--- config.mk ---
export PLATFORM = sky130hd
export DESIGN_NAME = pipeline_hazard_ctrl
export DESIGN_NICKNAME = d
export VERILOG_FILES = /design/src/rtl/pipeline_hazard_ctrl_pkg.sv /design/src/rtl/pipeline_hazard_ctrl_muldiv_busy_counter.sv /design/src/rtl/pipeline_hazard_ctrl.sv
export SDC_FILE = /design/constraint.sdc
export NUM_CORES = 1
export LEC_CHECK = 0
export ABC_CLOCK_PERIOD_IN_PS = 2200
export CORE_AREA = 2 2 39 41
export CTS_CLUSTER_DIAMETER = 60
export DETAILED_ROUTE_END_ITERATION = 8
export DIE_AREA = 0 0 41 43
export DONT_BUFFER_PORTS = 1
export SLEW_MARGIN = 20
export SYNTH_ARGS = -nofsm -noshare
export SYNTH_HDL_FRONTEND = slang
export SYNTH_HIERARCHICAL = 1
export SYNTH_SLANG_ARGS = --single-unit
--- constraint.sdc ---
create_clock -name clk -period 2.2 [get_ports clk]
set_clock_uncertainty 0.15 [all_clocks]
set_input_delay 0.55 -clock clk [delete_from_list [all_inputs] [get_ports clk]]
set_output_delay 0.55 -clock clk [all_outputs]
set_load 0.05 [all_outputs]
--- src/rtl/pipeline_hazard_ctrl_pkg.sv ---
// Shared stage indices and hazard-controller state type for the 5-stage core's
// pipeline control logic.
package pipeline_ctrl_pkg;

  localparam int NSTAGE     = 5;
  localparam int STG_PC     = 0;
  localparam int STG_IF_ID  = 1;
  localparam int STG_ID_EX  = 2;
  localparam int STG_EX_MEM = 3;
  localparam int STG_MEM_WB = 4;

  typedef enum logic [1:0] {
    RUN   = 2'd0,
    PEND  = 2'd1,
    FLUSH = 2'd2
  } hz_state_t;

endpackage

--- src/rtl/pipeline_hazard_ctrl_muldiv_busy_counter.sv ---
// HI/LO occupancy counter: loads the unit latency on issue, counts down to zero,
// and is cleared when an exception flush kills the in-flight operation.
module muldiv_busy_counter #(
  parameter int LAT = 4
) (
  input  logic clk,
  input  logic reset_n,
  input  logic load,
  input  logic clear,
  output logic busy
);

  localparam int CW = $clog2(LAT + 1);

  logic [CW-1:0] count;

  always_ff @(posedge clk or negedge reset_n) begin
    if (!reset_n)
      count <= '0;
    else if (clear)
      count <= '0;
    else if (load)
      count <= CW'(LAT);
    else if (count != '0)
      count <= count - 1'b1;
  end

  assign busy = (count != '0);

endmodule

--- src/rtl/pipeline_hazard_ctrl.sv ---
// Central stall/bubble/nullify producer: load-use and HI/LO hazards, global memory
// waits, and precise exception/ERET flush sequencing.
module pipeline_hazard_ctrl #(
  parameter int MULDIV_LAT = 4,
  parameter int NSTAGE     = 5
) (
  input  logic              clk,
  input  logic              reset_n,
  input  logic              mem_wait,
  input  logic [4:0]        d_rs,
  input  logic [4:0]        d_rt,
  input  logic              d_use_rs,
  input  logic              d_use_rt,
  input  logic              d_use_hilo,
  input  logic              e_load,
  input  logic [4:0]        e_rd,
  input  logic              e_muldiv_start,
  input  logic              d_likely_not_taken,
  input  logic              m_exc,
  output logic [NSTAGE-1:0] stall,
  output logic [NSTAGE-1:0] bubble,
  output logic [NSTAGE-1:0] nullify,
  output logic              pc_redirect_exc,
  output logic              exc_ack,
  output logic              muldiv_busy
);

  import pipeline_ctrl_pkg::*;

  hz_state_t state, state_nxt;
  logic      exc_pending;
  logic      flush;
  logic      load_use;
  logic      md_hazard;
  logic      md_start;
  logic      busy_int;

  // PEND holds a deferred exception; FLUSH is the ack cycle where m_exc is ignored.
  assign exc_pending = (state == PEND) | ((state == RUN) & m_exc);
  assign flush       = exc_pending & ~mem_wait;

  assign load_use = e_load & (e_rd != 5'd0) &
                    ((d_use_rs & (d_rs == e_rd)) | (d_use_rt & (d_rt == e_rd)));
  assign md_hazard = busy_int & d_use_hilo;

  // A stalled E stage re-issues its mul/div later, so only an advancing E may start.
  assign md_start = e_muldiv_start & ~mem_wait & ~flush & ~md_hazard;

  muldiv_busy_counter #(
    .LAT (MULDIV_LAT)
  ) u_muldiv_busy_counter (
    .clk     (clk),
    .reset_n (reset_n),
    .load    (md_start),
    .clear   (flush),
    .busy    (busy_int)
  );

  assign muldiv_busy = busy_int;

  always_comb begin
    stall           = '0;
    bubble          = '0;
    nullify         = '0;
    pc_redirect_exc = 1'b0;
    if (!reset_n) begin
      nullify = '1;
    end else if (mem_wait) begin
      bubble = '1;
    end else if (flush) begin
      nullify         = '1;
      nullify[STG_PC] = 1'b0;
      pc_redirect_exc = 1'b1;
    end else if (md_hazard) begin
      stall[STG_PC]       = 1'b1;
      stall[STG_IF_ID]    = 1'b1;
      stall[STG_ID_EX]    = 1'b1;
      nullify[STG_EX_MEM] = 1'b1;
    end else if (load_use) begin
      stall[STG_PC]      = 1'b1;
      stall[STG_IF_ID]   = 1'b1;
      nullify[STG_ID_EX] = 1'b1;
    end else if (d_likely_not_taken) begin
      nullify[STG_IF_ID] = 1'b1;
    end
  end

  always_comb begin
    state_nxt = RUN;
    if (flush)
      state_nxt = FLUSH;
    else if (exc_pending)
      state_nxt = PEND;
  end

  always_ff @(posedge clk or negedge reset_n) begin
    if (!reset_n) begin
      state   <= RUN;
      exc_ack <= 1'b0;
    end else begin
      state   <= state_nxt;
      exc_ack <= flush;
    end
  end

endmodule

==> results of run 1 <==
routing by layer:
layer	up-vias	share of wire, %	track usage, %
li1	234	-	-
met1	231	41	18.1
met2	28	48	24.4
met3	2	9.5	6.81
met4	0	1.2	12.7
met5	-	0	0
kinds of logic after synthesis:
group                    synth area share [%]
AO/OA/AOI/OAI                            16.9
flip-flops                               23.9
XOR/XNOR                                 18.4
other                                   0.715
AND/OR/NAND/NOR                          20.3
adder cells (fa/ha/maj)                  4.77
buffers and inverters                    15.0
what timing repair did:
item,CTS,global route
hold endpoints to repair,5,0
hold buffers,1,0
pin swaps,4,3
gates resized for setup,5,7
endpoints found under the setup margin,4,6
buffers inserted,0,2
report_power, final:
part           leakage, uW  switching (uW)  internal (uW)
sequential       0.0000618            17.8            123
combinational     0.000250             293            211
clock            0.0000177            37.8           65.7
cell type report:
cell class	count	area share [%]
Multi-Input combinational cell	46	55.9
Timing Repair Buffer	14	19.1
Clock buffer	3	2.82
Inverter	7	3.29
Clock inverter	1	0.626
Sequential cell	5	15.8
Tap cell	16	2.50
flip-flops by register name, indices dropped and copies added (netlist names):
name                         flops
state                            1
u_muldiv_busy_counter/count      3
exc_ack                          1
worst min-delay path by stage:
stage          startpoint  slack (ns)                                          to
3_5_place_dp      reset_n        0.10  u_muldiv_busy_counter/count[2]$_DFFE_PN0P_
3_3_place_gp      reset_n        0.10  u_muldiv_busy_counter/count[2]$_DFFE_PN0P_
4_1_cts          mem_wait        0.27                           exc_ack$_DFF_PN0_
6_report         mem_wait        0.28                           exc_ack$_DFF_PN0_
5_1_grt          mem_wait        0.27                           exc_ack$_DFF_PN0_
2_1_floorplan     reset_n        0.10                           exc_ack$_DFF_PN0_
metrics by stage:
| stage | instance area (sq um) | setup slack [ns] |
|---|---|---|
| floorplan | 594 | -0.383 |
| global placement | 678 | -0.182 |
| detailed placement | 678 | -0.209 |
| CTS | 749 | -0.186 |
| global route | 800 | -0.183 |
| finish | 800 | -0.161 |
Yosys cell counts:
cell,count,area [sq um]
a2111oi_2,1,15.0
a21o_1,1,7.51
nor2_1,3,11.3
a41o_1,1,10.0
o21ai_1,1,5.00
inv_1,6,22.5
and4_1,1,8.76
nor2_2,1,6.26
xnor2_1,11,96.3
or3_1,1,6.26
nand4_1,2,12.5
a41oi_1,1,8.76
nand2b_4,1,13.8
ha_1,2,25.0
buf_4,7,52.6
o21ai_0,1,5.00
conb_1,1,3.75
a21oi_1,3,15.0
o22ai_1,1,6.26
or4_1,1,7.51
o21bai_1,1,7.51
nand3_1,1,5.00
inv_2,1,3.75
nor3_1,4,20.0
dfrtp_1,5,125
o21ai_2,1,8.76
nand2_1,4,15.0
==> results.json, run 1 <==
{
  "hp-class": "primary input to register",
  "worst_path_max_delay_cell": "or4_4",
  "critPathArrivalTime_ns": 1.66,
  "rr_startpoint": "u_muldiv_busy_counter/count[1]$_DFFE_PN0P_",
  "gp_congestion": 0.691,
  "final_cell_count_no_fill": 92,
  "ios": 43,
  "ir_drop_mv": 0.478,
  "final-hold-violation-count": 0,
  "diodes": 0,
  "final_nets": 104,
  "grt_max_degree": 8,
  "multi_input_area_sq_um": 447,
  "critPathBufInv": 0,
  "worst-r2r-cell-count": 6,
  "die_w_um": 41,
  "clock-root-buffer": "clkbuf_4",
  "path_cells": "or4_4 > o21ai_4 > nor3_2 > a21o_4",
  "wl_per_cell_um": 13.1,
  "path_clk_slew_ns": 0.05,
  "yosysWarnings": 6,
  "setup_slack_ns": -0.161,
  "finalPower_uw": 748,
  "slowest_delay_ns": 0.53,
  "period_share_pct": 107,
  "coreArea_sq_um": 1380,
  "cts_made_buffers": 3,
  "rrSetupSlack_ns": 0.64,
  "required_ns": 1.50,
  "clock.fmax_mhz": 424,
  "place_inst": 85,
  "cts_tree": "yes",
  "first_pass_iters": 4,
  "netlist_area_sq_um": 524,
  "drive_gt1_share_pct": 51.3,
  "start_util_pct": 37.9,
  "num-fill-cells": 126,
  "drt-initial-drc-count": 6,
  "cts.sinks": 5,
  "holdPathStages": 1,
  "htreeDepth": 1,
  "grt.total_usage_pct": 16.7,
  "via_per_inst": 5.38,
  "timing_worst_setup_path_type": "primary input to output port",
  "final_max_slew_viol_count": 0,
  "ys_ff_latch": 5,
  "max-cap-violations": 0,
  "ys_seq_area_share_pct": 23.9,
  "synth_cell_types": 27,
  "final_cell_mix": "xnor2_1, buf_4, inv_1",
  "crit_family": "simple AND/OR/NAND/NOR gates",
  "setup_viol": 4,
  "cp-startpoint": "e_rd[1]",
  "cp_max_fo": 3,
  "layout_commonest_cell": "xnor2_1",
  "grt_pass1_vias": 473,
  "whs_ns": 0.279,
  "synthToLayoutAreaGrowth_pct": 52.5,
  "clock_path_buffers": 2,
  "rsz0062_at_grt": "true",
  "final_core_util_pct": 57.8,
  "die-height_um": 43,
  "worst_setup_path_start_kind": "primary input",
  "hpwl_um": 978,
  "ff_latch_area_sq_um": 126,
  "status": "finished with violations",
  "p_leak_uw": 0.000329,
  "cp-end-kind": "output port",
  "wl_um": 1210,
  "crit_cells": 4,
  "tns_ns": -0.566,
  "period_minus_slack_ns": 2.36,
  "syn_inst": 64,
  "antenna_found_initial": 0,
  "clk_latency_ns": 0.24,
  "setup.worst_path.end": "stall[0]",
  "grt_pass1_wl_um": 1920,
  "powerDensity_nw_per_um2": 936,
  "rr_endpoint": "u_muldiv_busy_counter/count[1]$_DFFE_PN0P_",
  "io_buffers": 0,
  "row_count": 14,
  "drc_errors": 0,
  "num_vias": 495,
  "ant_nets": 0,
  "dieArea_sq_um": 1760,
  "synth.avg_cell_area_sq_um": 8.19,
  "failed_checks": "setup timing",
  "grt.overflow.total": 0
}
No activity file was read; power rests on OpenSTA's default activity.
==> run 2, diff against run 1 <==
GPL_TIMING_DRIVEN = 0   (was not set)
==> results.json, run 2 (synthesized netlist as in run 1, its figures left out) <==
{
  "status": "finished with violations",
  "failed_checks": "setup timing",
  "path_clk_slew_ns": 0.04,
  "clock-root-buffer": "clkbuf_4",
  "grt_max_degree": 8,
  "met1_usage_pct": 19.0,
  "worst_setup_path_start_kind": "register",
  "path_cells": "o21bai_4 > o21ai_4 > nor3_4 > a21o_4 > buf_8",
  "grt_use_met2_pct": 22.5,
  "drt-initial-drc-count": 2,
  "antenna_found_initial": 0,
  "final_core_util_pct": 50.2,
  "critPathBufInv": 1,
  "multi_input_area_sq_um": 399,
  "wl_per_cell_um": 12.8,
  "largest_reg_flops": 3,
  "cts_tree": "yes",
  "cts.sinks": 5,
  "setup_slack_ns": -0.627,
  "row_count": 14,
  "drive_gt1_share_pct": 39.7,
  "final-hold-violation-count": 0,
  "p_leak_uw": 0.000297,
  "seq_power_share_pct": 22.1,
  "grt_pass1_wl_um": 1830,
  "cp-startpoint": "exc_ack$_DFF_PN0_",
  "timing_worst_setup_path_type": "register to output port",
  "clk_latency_ns": 0.24,
  "cts_made_buffers": 3,
  "dieArea_sq_um": 1760,
  "combinationalPowerShare_pct": 62.5,
  "die_w_um": 41,
  "first_pass_iters": 4,
  "final_nets": 101,
  "period_share_pct": 128,
  "rr_startpoint": "u_muldiv_busy_counter/count[0]$_DFFE_PN0P_",
  "die-height_um": 43,
  "required_ns": 1.50,
  "top_register": "u_muldiv_busy_counter/count",
  "sw_frac_of_total_pct": 48.4,
  "grt-busiest-layer": "met2",
  "max-cap-violations": 0,
  "relSlewSlack_pct": 60.8,
  "rsz0062_at_grt": "true",
  "htreeDepth": 1,
  "io_buffers": 0,
  "hp-class": "primary input to register",
  "grt_pass1_vias": 467,
  "critPathArrivalTime_ns": 2.13,
  "layout_commonest_cell": "xnor2_1",
  "clockPowerShare_pct": 15.5,
  "grt.total_usage_pct": 14.8,
  "cp_max_fo": 6,
  "ff_latch_area_sq_um": 126,
  "crit_family": "compound AO/OA/AOI/OAI gates",
  "hpwl_um": 893,
  "switching_power_uw": 324,
  "diodes": 0,
  "final_max_slew_viol_count": 0,
  "cp-end-kind": "output port",
  "ios": 43,
  "wl_um": 1140,
  "powerDensity_nw_per_um2": 962,
  "worst_path_max_delay_cell": "nor3_4",
  "worstMarginPinSlew_ns": 0.587,
  "grtUsageMet3_pct": 3.66,
  "ir_drop_mv": 0.349,
  "coreArea_sq_um": 1380,
  "final_cell_mix": "xnor2_1, buf_4, inv_1",
  "grt.overflow.total": 0,
  "gp_congestion": 0.657,
  "num_vias": 465,
  "clock_path_buffers": 2,
  "synthToLayoutAreaGrowth_pct": 32.5,
  "setup_viol": 7,
  "drc_errors": 0,
  "hp-start": "mem_wait",
  "place_inst": 81,
  "p_int_uw": 345,
  "final_cell_count_no_fill": 89,
  "ant_nets": 0,
  "via_per_inst": 5.22,
  "period_minus_slack_ns": 2.83,
  "clock.fmax_mhz": 354,
  "slowest_delay_ns": 0.57,
  "num-fill-cells": 127,
  "reg_top3": "u_muldiv_busy_counter/count x3, exc_ack x1, state x1",
  "start_util_pct": 37.9
}
## run 2: through the flow
stage               total power (uW)  hold WS, ns  TNS (ns)  setup slack (ns)  area (sq um)
floorplan                        498        0.104    -0.973            -0.383           594
global placement                 526        0.105     -1.25            -0.438           614
finish                           668        0.277     -2.54            -0.627           694
global route                     720        0.279     -2.98            -0.701           694
CTS                              671        0.274     -2.45            -0.638           683
detailed placement               532        0.105     -1.31            -0.450           614
## run 2: layout make-up
| cell class | count | area share [%] |
|---|---|---|
| multi-input cells | 46 | 57.5 |
| plain buffers | 7 | 8.65 |
| clock buffers | 4 | 3.78 |
| inverters | 7 | 3.78 |
| flip-flops and latches | 5 | 18.2 |
| repair buffers | 4 | 5.23 |
| well taps | 16 | 2.88 |
## run 2: layer usage
layer  up-vias  part of all wire [%]
met5         -                     0
met3         2                    10
li1        230                     -
met2        27                    49
met4         0                   1.5
met1       206                    39
## run 2: power by group through the flow
stage / registers, uW / clock network [uW] / logic, uW
2_1_floorplan: 145 / 0 / 353
3_3_place_gp: 148 / 0 / 377
3_5_place_dp: 149 / 0 / 383
4_1_cts: 148 / 108 / 415
5_1_grt: 150 / 119 / 451
6_report: 148 / 103 / 417
## run 2: final timing paths
kind                                                              end  slack, ns  cells after the start
hold reg to reg            u_muldiv_busy_counter/count[0]$_DFFE_PN0P_       0.41                      2
setup / recovery                                             stall[1]      -0.63                      5
hold / removal                                      exc_ack$_DFF_PN0_       0.28                      1
setup reg to reg           u_muldiv_busy_counter/count[1]$_DFFE_PN0P_       0.33                      7
max in group asynchronous                           exc_ack$_DFF_PN0_       1.24                      1
min in group asynchronous  u_muldiv_busy_counter/count[1]$_DFFE_PN0P_       0.45                      1
## run 2: repair_timing
action	4_1_cts	5_1_grt
resized for setup	4	1
setup endpoints to repair	7	7
pin swaps	3	2
hold endpoints to repair	5	0
hold buffers	1	0
buffers inserted	2	1
==> run 3, diff against run 2 <==
ABC_CLOCK_PERIOD_IN_PS = 3300   (was 2200)
clock period = 3.3 ns   (was 2.2 ns; I/O delays follow)
==> results.json, run 3 (synthesized netlist as in run 1, its figures left out) <==
{
  "grt.overflow.total": 0,
  "clock_path_buffers": 2,
  "final_core_util_pct": 45.9,
  "clock.fmax_mhz": 313,
  "gp_congestion": 0.741,
  "clock-root-buffer": "clkbuf_4",
  "ff_latch_area_sq_um": 126,
  "multi_input_area_sq_um": 380,
  "setup_viol": 0,
  "num_vias": 444,
  "layout_commonest_cell": "xnor2_1",
  "wl_um": 1020,
  "timing_worst_setup_path_type": "primary input to output port",
  "final_max_slew_viol_count": 0,
  "period_share_pct": 97.0,
  "cts.sinks": 5,
  "top_register": "u_muldiv_busy_counter/count",
  "reg_top3": "u_muldiv_busy_counter/count x3, exc_ack x1, state x1",
  "powerDensity_nw_per_um2": 670,
  "cts_tree": "yes",
  "synthToLayoutAreaGrowth_pct": 21.2,
  "p_leak_uw": 0.000274,
  "cts_made_buffers": 3,
  "grt_pass1_vias": 443,
  "grt_max_degree": 9,
  "ant_nets": 0,
  "drt-initial-drc-count": 1,
  "first_pass_iters": 4,
  "start_util_pct": 37.9,
  "grt.total_usage_pct": 13.9,
  "relSlewSlack_pct": 35.9,
  "cp-end-kind": "output port",
  "ir_drop_mv": 0.278,
  "finalPower_uw": 426,
  "hpwl_um": 849,
  "postCtsHoldBufs": 0,
  "die_w_um": 41,
  "status": "completed",
  "largest_reg_flops": 3,
  "antenna_found_initial": 0,
  "critPathArrivalTime_ns": 2.22,
  "num-fill-cells": 151,
  "htreeDepth": 1,
  "clk_latency_ns": 0.24,
  "hp-class": "primary input to async pin",
  "drive_gt1_share_pct": 33.3,
  "io_buffers": 0,
  "row_count": 14,
  "dieArea_sq_um": 1760,
  "period_minus_slack_ns": 3.20,
  "die-height_um": 43,
  "path_clk_slew_ns": 0.05,
  "final_cell_mix": "xnor2_1, inv_1, buf_4",
  "whs_ns": 0.126,
  "max-cap-violations": 0,
  "worstMarginPinSlew_ns": 0.955,
  "final_nets": 97,
  "grt_pass1_wl_um": 1680,
  "required_ns": 2.32,
  "rsz0062_at_grt": "false",
  "rrSetupSlack_ns": 1.49,
  "worst_setup_path_start_kind": "primary input",
  "ios": 43,
  "diodes": 0,
  "cp_max_fo": 3,
  "drc_errors": 0,
  "final-hold-violation-count": 0,
  "wl_per_cell_um": 12.0,
  "coreArea_sq_um": 1380,
  "via_per_inst": 5.22
}
## run 3: layout make-up
type                            count  share of cell area [%]
Inverter                            7                    4.13
Sequential cell                     5                    19.9
Tap cell                           16                    3.15
Clock buffer                        4                    4.13
Multi-Input combinational cell     46                    59.8
Buffer                              7                    8.86
## run 3: path summary, 6_finish.rpt
kind	from	cells after the start	to
min in group clk	u_muldiv_busy_counter/count[0]$_DFFE_PN0P_	2	u_muldiv_busy_counter/count[0]$_DFFE_PN0P_
max in group asynchronous	reset_n	0	exc_ack$_DFF_PN0_
min	reset_n	0	exc_ack$_DFF_PN0_
max reg2reg	u_muldiv_busy_counter/count[0]$_DFFE_PN0P_	6	u_muldiv_busy_counter/count[1]$_DFFE_PN0P_
max	e_rd[1]	4	nullify[1]
min reg2reg	u_muldiv_busy_counter/count[0]$_DFFE_PN0P_	2	u_muldiv_busy_counter/count[0]$_DFFE_PN0P_
## run 3: stage by stage
| stage | instance area (sq um) | worst slack (ns) | setup TNS (ns) | instances |
|---|---|---|---|---|
| final | 636 | 0.100 | 0 | 85 |
| after global routing | 636 | 0.00125 | 0 | 85 |
| after CTS | 617 | -0.0141 | -0.0141 | 85 |
| after detailed placement | 587 | -0.0306 | -0.0306 | 81 |
| after global placement | 582 | -0.0193 | -0.0351 | 81 |
| after floorplan | 562 | 0.0644 | 0 | 65 |
## run 3: what timing repair did
item | CTS | global route
setup buffers | 0 | 0
pin swaps | 1 | 1
gates resized for setup | 2 | 4
gates cloned | 0 | 0
setup endpoints to repair | 2 | 2
## run 3: power breakdown
| group | total (uW) | leakage [uW] | switching (uW) | internal, uW |
|---|---|---|---|---|
| sequential | 98.6 | 0.0000618 | 16.5 | 82.1 |
| combinational | 255 | 0.000197 | 168 | 87.5 |
| clock | 72.2 | 0.0000150 | 26.4 | 45.8 |
## run 3: routing by layer
layer,vias up,global-route usage [%],wire length [um]
li1,224,-,-
met1,198,17.2,360
met2,22,21.3,563
met3,0,2.62,93
met4,0,8.00,0
met5,-,0,0
## run 3: critical path, stage by stage
cell and delay (ns):
or4_1 0.54, o21ai_2 0.19, a41oi_1 0.13, o21ai_1 0.54
